`config.mk`:
```
export PLATFORM = sky130hd
export DESIGN_NAME = s2p_framed
export DESIGN_NICKNAME = d
export VERILOG_FILES = /design/src/rtl/s2p_framed.sv
export SDC_FILE = /design/constraint.sdc
export NUM_CORES = 1
export LEC_CHECK = 0
export CORE_MARGIN = 1
export CORE_UTILIZATION = 35
export CTS_CLUSTER_SIZE = 16
export DETAILED_ROUTE_END_ITERATION = 12
export PLACE_DENSITY = 0.66
export RECOVER_POWER = 25
export SLEW_MARGIN = 40
export SYNTH_ARGS = -nofsm -noshare
export SYNTH_HDL_FRONTEND = slang
export SYNTH_SLANG_ARGS = --single-unit
export TNS_END_PERCENT = 20
```
`constraint.sdc`:
```
create_clock -name clk -period 2.9 [get_ports clk]
set_input_delay 0.58 -clock clk [delete_from_list [all_inputs] [get_ports clk]]
set_output_delay 0.58 -clock clk [all_outputs]
set_load 0.02 [all_outputs]
```
`src/rtl/s2p_framed.sv`:
```
// ============================================================================
// Module   : s2p_framed
// Purpose  : Framed serial-to-parallel converter with bit-strobe pacing,
//            selectable bit order and a DEPTH-entry output queue.
// Revision : 1.0 - initial release
// ============================================================================
`timescale 1ns/1ps
`default_nettype none

module s2p_framed #(
  parameter int WIDTH     = 8,
  parameter int DEPTH     = 2,
  parameter int MSB_FIRST = 1
) (
  input  logic                         clk,
  input  logic                         reset_n,
  input  logic                         bit_en,
  input  logic                         sync,
  input  logic                         data_in,
  output logic                         valid,
  input  logic                         ack,
  output logic [WIDTH-1:0]             dataout,
  output logic [$clog2(DEPTH+1)-1:0]   level,
  output logic                         frame_err,
  output logic                         overrun
);

  localparam int c_cnt_w = $clog2(WIDTH);
  localparam int c_ptr_w = (DEPTH > 1) ? $clog2(DEPTH) : 1;
  localparam int c_lvl_w = $clog2(DEPTH + 1);

  localparam logic [c_cnt_w-1:0] c_cnt_one  = c_cnt_w'(1);
  localparam logic [c_cnt_w-1:0] c_cnt_last = c_cnt_w'(WIDTH - 1);
  localparam logic [c_ptr_w-1:0] c_ptr_last = c_ptr_w'(DEPTH - 1);
  localparam logic [c_lvl_w-1:0] c_lvl_full = c_lvl_w'(DEPTH);

  typedef enum logic [0:0] {
    S_IDLE  = 1'b0,
    S_SHIFT = 1'b1
  } state_t;

  state_t               r_state;
  state_t               w_state_nxt;
  logic [c_cnt_w-1:0]   r_cnt;
  logic [c_cnt_w-1:0]   w_cnt_nxt;
  logic [WIDTH-1:0]     r_shift;
  logic [WIDTH-1:0]     w_shift_nxt;
  logic                 w_shift_en;
  logic                 w_push;
  logic                 w_frame_err;

  logic [WIDTH-1:0]     r_mem [DEPTH];
  logic [c_ptr_w-1:0]   r_wr;
  logic [c_ptr_w-1:0]   r_rd;
  logic [c_lvl_w-1:0]   r_count;
  logic                 w_valid;
  logic                 w_pop;
  logic                 w_push_ok;
  logic                 w_drop;
  logic                 r_frame_err;
  logic                 r_overrun;

  // The shifted value doubles as the completed word on the final strobe.
  generate
    if (MSB_FIRST != 0) begin : g_msb_first
      assign w_shift_nxt = {r_shift[WIDTH-2:0], data_in};
    end else begin : g_lsb_first
      assign w_shift_nxt = {data_in, r_shift[WIDTH-1:1]};
    end
  endgenerate

  always_ff @(posedge clk or negedge reset_n) begin
    if (!reset_n) begin
      r_state <= S_IDLE;
      r_cnt   <= '0;
      r_shift <= '0;
    end else begin
      r_state <= w_state_nxt;
      r_cnt   <= w_cnt_nxt;
      if (w_shift_en) begin
        r_shift <= w_shift_nxt;
      end
    end
  end

  always_comb begin
    w_state_nxt = r_state;
    w_cnt_nxt   = r_cnt;
    w_shift_en  = 1'b0;
    w_push      = 1'b0;
    w_frame_err = 1'b0;
    if (bit_en) begin
      case (r_state)
        S_IDLE: begin
          if (sync) begin
            w_shift_en  = 1'b1;
            w_cnt_nxt   = c_cnt_one;
            w_state_nxt = S_SHIFT;
          end
        end
        S_SHIFT: begin
          w_shift_en = 1'b1;
          if (sync) begin
            // Any sync inside a word aborts it and restarts on this bit.
            w_frame_err = 1'b1;
            w_cnt_nxt   = c_cnt_one;
          end else if (r_cnt == c_cnt_last) begin
            w_push      = 1'b1;
            w_cnt_nxt   = '0;
            w_state_nxt = S_IDLE;
          end else begin
            w_cnt_nxt = r_cnt + c_cnt_one;
          end
        end
        default: begin
          w_state_nxt = S_IDLE;
        end
      endcase
    end
  end

  assign w_valid   = (r_count != '0);
  assign w_pop     = w_valid && ack;
  assign w_push_ok = w_push && ((r_count != c_lvl_full) || w_pop);
  assign w_drop    = w_push && !w_push_ok;

  function automatic logic [c_ptr_w-1:0] ptr_inc(input logic [c_ptr_w-1:0] p);
    return (p == c_ptr_last) ? '0 : p + c_ptr_w'(1);
  endfunction

  always_ff @(posedge clk) begin
    if (w_push_ok) begin
      r_mem[r_wr] <= w_shift_nxt;
    end
  end

  always_ff @(posedge clk or negedge reset_n) begin
    if (!reset_n) begin
      r_wr        <= '0;
      r_rd        <= '0;
      r_count     <= '0;
      r_frame_err <= 1'b0;
      r_overrun   <= 1'b0;
    end else begin
      r_frame_err <= w_frame_err;
      r_overrun   <= w_drop;
      if (w_push_ok) begin
        r_wr <= ptr_inc(r_wr);
      end
      if (w_pop) begin
        r_rd <= ptr_inc(r_rd);
      end
      case ({w_push_ok, w_pop})
        2'b10:   r_count <= r_count + c_lvl_w'(1);
        2'b01:   r_count <= r_count - c_lvl_w'(1);
        default: r_count <= r_count;
      endcase
    end
  end

  assign valid     = w_valid;
  assign dataout   = w_valid ? r_mem[r_rd] : '0;
  assign level     = r_count;
  assign frame_err = r_frame_err;
  assign overrun   = r_overrun;

endmodule

`default_nettype wire

```
# After elaboration in Yosys (flattened, before gate mapping)
# Memories as Yosys holds them, arrays and structs flattened.
# Index checks and enable logic that the tools add are counted.
# totals
reg_bits,17
n_memories,1
ram_bits,16
inputBits,6
wordCells,50
# op_classes
eq_ne,5
add_sub_neg,5
muxes,22
n_bitwise,1
n_reduce_logical,8
# memory_table
memory,depth,width,rd,rd_clocked_by_memory_dff,write_ports,line,text
r_mem,2,8,1,0,1,52,logic [WIDTH-1:0] r_mem [DEPTH];
# ops
cell,count
1-bit two-way mux,14
3-bit two-way mux,3
8-bit two-way mux,1
3-bit one-hot mux with 2 select lines,1
2-bit inequality test (second input constant),2
1-bit one-hot mux with 2 select lines,2
2-bit one-hot mux with 2 select lines,1
2-bit nonzero test,2
3-bit by 1-bit adder with 3-bit output (second input constant),1
3-bit equality test (second input constant),1
1-bit logical AND,3
1-bit adder (second input constant),2
2-bit by 1-bit adder with 2-bit output (second input constant),1
2-bit by 1-bit equality test with 1-bit output (second input constant),1
2-bit equality test (second input constant),1
2-bit AND reduction,1
2-bit by 1-bit subtractor with 2-bit output (second input constant),1
1-bit zero test,1
1-bit logical OR,1
1-bit inverter,1

# Depth between registers and ports, before layout
# Gate-level depths: netlist (run 1).
# depth
word_depth,8
ltp_mapped,8

# Least setup slack after synthesis (run 1)
# Ideal clock, no wire load.
# synth_timing
path_kind,input to register
startpoint,input port sync
endpoint,memory r_mem[1][0] (enable)
arrival_ns,1.443
t_required_ns,2.529
setup_slack_ns,1.086
cell_stages,4
path_cell_list,clkbuf_2 -> nand4b_1 -> nand2b_4 -> nor2_1
# synth_between
elab_chain_len,6
# synth_lines
item,line,text
from (decl),18,"input logic sync,"
1-bit two-way mux,103,if (sync) begin
1-bit two-way mux,93,case (r_state)
1-bit two-way mux,92,if (bit_en) begin
1-bit logical AND,124,assign w_push_ok = w_push && ((r_count != c_lvl_full) || w_pop);
1-bit two-way mux,132,if (w_push_ok) begin
1-bit two-way mux (not written as such),133,r_mem[r_wr] <= w_shift_nxt;
to (decl),52,
# Every way passes these cells.

# Worst setup path in the final report (run 1)
# layout_timing
startpoint,register r_rd
endpoint,output port dataout[0]
# layout_between
elab_chain_len,2
# layout_lines
item,line,text
from (decl),54,logic [c_ptr_w-1:0] r_rd;
from (signal assigned),151,r_rd <= ptr_inc(r_rd);
memory 2 x 8 bit,-,
8-bit two-way mux,162,assign dataout = w_valid ? r_mem[r_rd] : '0;
to (decl),22,"output logic [WIDTH-1:0] dataout,"
# Every way passes these cells.

==> impl_metrics.yaml, run 1 <==
run_status:
  status: "finished clean"
grt:
  antenna_found_initial: 0
  grt_pass1_vias: 834
  gr-total-overflow: 0
  grtUsageTotal_pct: 12.4
  grt_pass1_wl_um: 3800
  grt_max_degree: 18
worst_setup_path:
  cp_max_fo: 9
  crit_arrival_ns: 1.82
  r2r-end: "level[1]"
  cp-start-kind: "register"
  rr_worst_depth: 6
  critPathCaptureType: "output port"
  rr_startpoint: "level[0]"
  crit_type: "register to output port"
  cp.required_ns: 2.32
  ff2ff_setup_slack_ns: 1.17
final_layout:
  final_layout_size_suffix_gt1_share_pct: 19.2
  mostFrequentLayoutCells: "17 x dfrtp_1, 17 x clkdlybuf4s50_1, 16 x edfxtp_1, 14 x nor2_1, 8 x mux2i_1"
  layout.nets: 128
  fin_cells: 168
  n_fill_cell: 358
  n_antenna_cell: 0
  post-route-cell-area_sq_um: 1690
  area_growth_pct: 22.2
route:
  num_vias: 800
  drt_first_pass_iters: 2
  routed_via_density: 4.76
  first_iter_violations: 8
  avgRoutedWirePerCell_um: 13.3
  drcViolationCount: 0
  final_antenna_net_count: 0
  totalWireLength_um: 2240
clock_tree:
  cts_resized: 0
  max-clock-path-buffers: 2
  cts_root_buf: "clkbuf_8"
  clock_sinks: 33
  cts_buffers: 5
  htreeDepth: 2
  clkTransAtPathRegs_ns: 0.07
  cts_setup_buffers: 0
  ctsHoldBuffers: 0
  cts_tree: "yes"
  clock_latency_ns: 0.28
timing:
  fin_skew_ns: 0.00520
  rsz0062_at_grt: "no"
  holdWs_ns: 0.419
  worst_slack_ns: 0.505
  hold_viol: 0
  tightest_slew_ns: 0.955
  fin_crit_ns: 2.40
  period_share_pct: 82.6
  fmax_mhz: 418
  slew_headroom_pct: 36.3
  setup_violations: 0
  final.setup.tns_ns: 0
  maxSlewViolCount: 0
floorplan:
  start_util_pct: 37.3
  die_area_sq_um: 4210
  chipWidth_um: 64.9
  coreArea_sq_um: 3720
  rows: 22
  dieHeight_um: 64.9
  boundaryPins: 19
placement:
  dpl_worst_slack_ns: 0.587
  dpl_cell_area_sq_um: 1610
  gp_congestion: 0.687
  portBuffers: 18
  hpwl_um: 1540
  dp_cells: 160
power_and_ir_drop:
  leakagePower_nw: 0.693
  power_density_nw_per_um2: 880
  peakVddDrop_mv: 0.359
synth:
  yosys.area.top_type_share_pct: 34.7
  yosysTopAreaCell: "edfxtp_1"
  synth_cell_type_count: 28
  ys_seq_area_share_pct: 65.4
  synth.area.top_cells: "edfxtp_1 35%, dfrtp_1 31%, mux2i_1 5.8%"
  yosys_warnings: 0
  syn_nets: 105
  avgSynthCellArea_sq_um: 14.4
  syn-instance-count: 96
  synth_seq_cells: 33
  syn_area_sq_um: 1390
run:
  maxCapViolations: 0
hold_path:
  min_path_type: "input pin to async pin"
[cell type report]
| type | count | area (sq um) | area share [%] |
|---|---|---|---|
| multi-input cells | 56 | 435 | 25.7 |
| repair buffers | 20 | 189 | 11.2 |
| clock inverters | 2 | 8.76 | 0.517 |
| clock buffers | 6 | 82.6 | 4.88 |
| flip-flops and latches | 33 | 906 | 53.5 |
| inverters | 3 | 11.3 | 0.665 |
| well taps | 48 | 60.1 | 3.55 |
[state kept, by name, indices dropped and copies added (netlist names)]
signal     cells
overrun        1
r_cnt          3
r_shift        7
r_state        1
level          2
r_rd           1
r_mem         16
r_wr           1
frame_err      1
[cells in the mapped netlist (all sizes together)]
library cell  count
mux2              7
clkbuf            1
nor2             15
and2b             1
ha                3
or3b              1
a31oi             1
a21oi             1
nor2b             1
buf               3
mux2i             8
o21ai             3
o2bb2ai           1
or4b              1
nand2             4
inv               3
xnor2             3
nand4b            1
edfxtp           16
dfrtp            17
and3              1
xor2              2
nand2b            1
a22o              1
[kinds of logic after synthesis]
logic type	after synthesis	share of synthesized area [%]
xor+xnor	5	3.16
fa+ha+maj	3	2.71
compound gates	7	3.52
simple gates	26	10.6
mux	15	11.5
flops	33	65.4
buf+inv	7	3.16
[layer usage]
| layer | GRT usage [%] | share of wire, % | vias up |
|---|---|---|---|
| met4 | 5.00 | 1.5 | 0 |
| met3 | 4.93 | 5.6 | 3 |
| met2 | 21.6 | 50 | 17 |
| met5 | 0 | 0 | - |
| li1 | - | - | 383 |
| met1 | 13.2 | 43 | 397 |
[through the flow]
stage | util, % | power [mW]
4_1_cts | 45.7 | 1.51
3_3_place_gp | 43.3 | 1.14
3_5_place_dp | 43.3 | 1.16
5_1_grt | 45.6 | 1.57
2_1_floorplan | - | 0.956
6_report | 45.6 | 1.49
[worst max-delay path, stage by stage, from the launching register on]
cell and delay [ns]:
dfrtp_1 0.66, mux2i_1 0.15, nor2_1 0.11, clkdlybuf4s50_1 0.61
[worst max path at each step]
stage                 from     endpoint  slack [ns]  cells after the start
finish                r_rd   dataout[0]        0.50                      3
floorplan             sync  r_mem[1][0]        1.09                      4
CTS                   r_rd   dataout[4]        0.48                      3
detailed placement  bit_en     level[1]        0.59                      7
global route          r_rd   dataout[0]        0.40                      3
global placement    bit_en     level[1]        0.67                      6
[power by group]
group | leakage, nW | switching [mW] | internal [mW]
sequential | 0.349 | 0.0967 | 0.579
clock | 0.0486 | 0.158 | 0.188
combinational | 0.296 | 0.221 | 0.248
total | 0.693 | 0.476 | 1.01
No activity file was read; power rests on OpenSTA's default activity.
==> inputs of run 2 (changes only) <==
==> constraint.sdc (replaced) <==
create_clock -name clk -period 2.5 [get_ports clk]
set_input_delay 0.5 -clock clk [delete_from_list [all_inputs] [get_ports clk]]
set_output_delay 0.5 -clock clk [all_outputs]
set_load 0.02 [all_outputs]
==> run 2 against run 1 <==
  * Power grew 13%
  * Cell area is 0.15% lower
  * Combinational power increased by 15%
  * First-iteration DRC count increased by 88%
  * Clock power up 5.8%
  * Clock-buffer cell count is 1 lower
  * Highest routed layer unchanged
  * Clock skew barely moved
  * Register-to-register slack got worse by 0.39 ns
  * Sequential cell count did not move
  * Critical endpoint is now dataout[3]
  * Global-route usage is 0.17 points lower
==> impl_metrics.yaml, run 2 (synthesized netlist as in run 1, its figures left out) <==
run_status:
  status: "finished clean"
clock_tree:
  max-clock-path-buffers: 2
  cts_resized: 0
  cts_setup_buffers: 0
  clkTransAtPathRegs_ns: 0.07
  cts_tree: "yes"
  cts_root_buf: "clkbuf_8"
  cts_buffers: 5
  ctsHoldBuffers: 0
  clock_latency_ns: 0.28
  clock_sinks: 33
  htreeDepth: 2
power_and_ir_drop:
  power_density_nw_per_um2: 997
  peakVddDrop_mv: 0.396
  leakagePower_nw: 0.692
  totalPowerFinal_mw: 1.69
timing:
  setup_violations: 0
  period_share_pct: 92.9
  maxSlewViolCount: 0
  fin_skew_ns: 0.00545
  hold_viol: 0
  rsz0062_at_grt: "no"
  final.setup.tns_ns: 0
  fmax_mhz: 431
  slew_headroom_pct: 37.4
  fin_crit_ns: 2.32
  tightest_slew_ns: 0.939
floorplan:
  die_area_sq_um: 4210
  boundaryPins: 19
  coreArea_sq_um: 3720
  start_util_pct: 37.3
  rows: 22
  dieHeight_um: 64.9
  chipWidth_um: 64.9
route:
  drcViolationCount: 0
  num_vias: 781
  routed_via_density: 4.62
  final_antenna_net_count: 0
  avgRoutedWirePerCell_um: 12.7
  first_iter_violations: 15
  drt_first_pass_iters: 3
  totalWireLength_um: 2150
hold_path:
  min_path_type: "input pin to async pin"
worst_setup_path:
  crit_arrival_ns: 1.82
  cp-start-kind: "register"
  cp.required_ns: 2.00
  cp_max_fo: 9
  critPathCaptureType: "output port"
  crit_type: "register to output port"
final_layout:
  n_antenna_cell: 0
  largest_register: "r_mem"
  mostFrequentLayoutCells: "17 x dfrtp_1, 17 x clkdlybuf4s50_1, 16 x edfxtp_1, 14 x nor2_1, 8 x mux2i_1"
  layout.nets: 129
  largest_reg_flops: 16
  area_growth_pct: 22.0
  final_layout_size_suffix_gt1_share_pct: 19.0
  reg_top3: "r_mem: 16 flops, r_shift: 7 flops, r_cnt: 3 flops"
run:
  maxCapViolations: 0
placement:
  gp_congestion: 0.718
  portBuffers: 18
  hpwl_um: 1460
grt:
  grt_pass1_wl_um: 3680
  antenna_found_initial: 0
  grtUsageTotal_pct: 12.2
  gr-total-overflow: 0
  grt_max_degree: 18
  grt_pass1_vias: 814
run 2: changes by cell type in the layout (fill, tap and decap cells not counted):
cell / delta
clkinv_1: +1
clkbuf_8: -1
buf_4: +1
run 2: final cells by class:
class,count,area (sq um)
Multi-Input combinational cell,56,435
Clock buffer,5,68.8
Sequential cell,33,906
Timing Repair Buffer,21,196
Tap cell,48,60.1
Inverter,3,11.3
Fill cell,341,2030
Clock inverter,3,12.5
run 2: through the flow:
stage / worst slack, ns / hold slack (ns) / cell area [sq um] / std cells / util (%)
after floorplan: 0.766 / 0.204 / 1390 / 96 / -
after global placement: 0.414 / 0.448 / 1620 / 161 / 43.5
after detailed placement: 0.348 / 0.452 / 1620 / 161 / 43.5
after CTS: 0.143 / 0.467 / 1700 / 169 / 45.7
after global routing: 0.0221 / 0.432 / 1690 / 169 / 45.5
final: 0.179 / 0.341 / 1690 / 169 / 45.5
run 2: path summary, 6_finish.rpt:
kind	from	slack (ns)	to	cells after the start
min	reset_n	0.34	level[0]	1
max in group asynchronous	reset_n	1.58	r_shift[4]	1
min in group clk	r_shift[6]	0.47	r_mem[0][7]	0
max	r_rd	0.18	dataout[3]	3
min reg2reg	r_shift[6]	0.47	r_mem[0][7]	0
max reg2reg	r_cnt[0]	0.78	level[1]	7
run 2: power breakdown:
part,internal (mW),switching [mW],leakage (nW)
registers,0.671,0.110,0.349
clock network,0.187,0.178,0.0430
logic,0.289,0.251,0.300
run 2: layer usage:
metal | vias to the layer above | track usage [%] | part of all wire, %
met5 | - | 0 | 0
met4 | 0 | 6.67 | 0.37
met3 | 2 | 4.23 | 3.6
met2 | 18 | 21.5 | 52
met1 | 379 | 12.5 | 44
li1 | 382 | - | -
run 2: critical path, stage by stage, from the launching register on:
cell and delay [ns]:
dfrtp_1 0.66, mux2i_1 0.14, nor2_1 0.13, clkdlybuf4s50_1 0.61
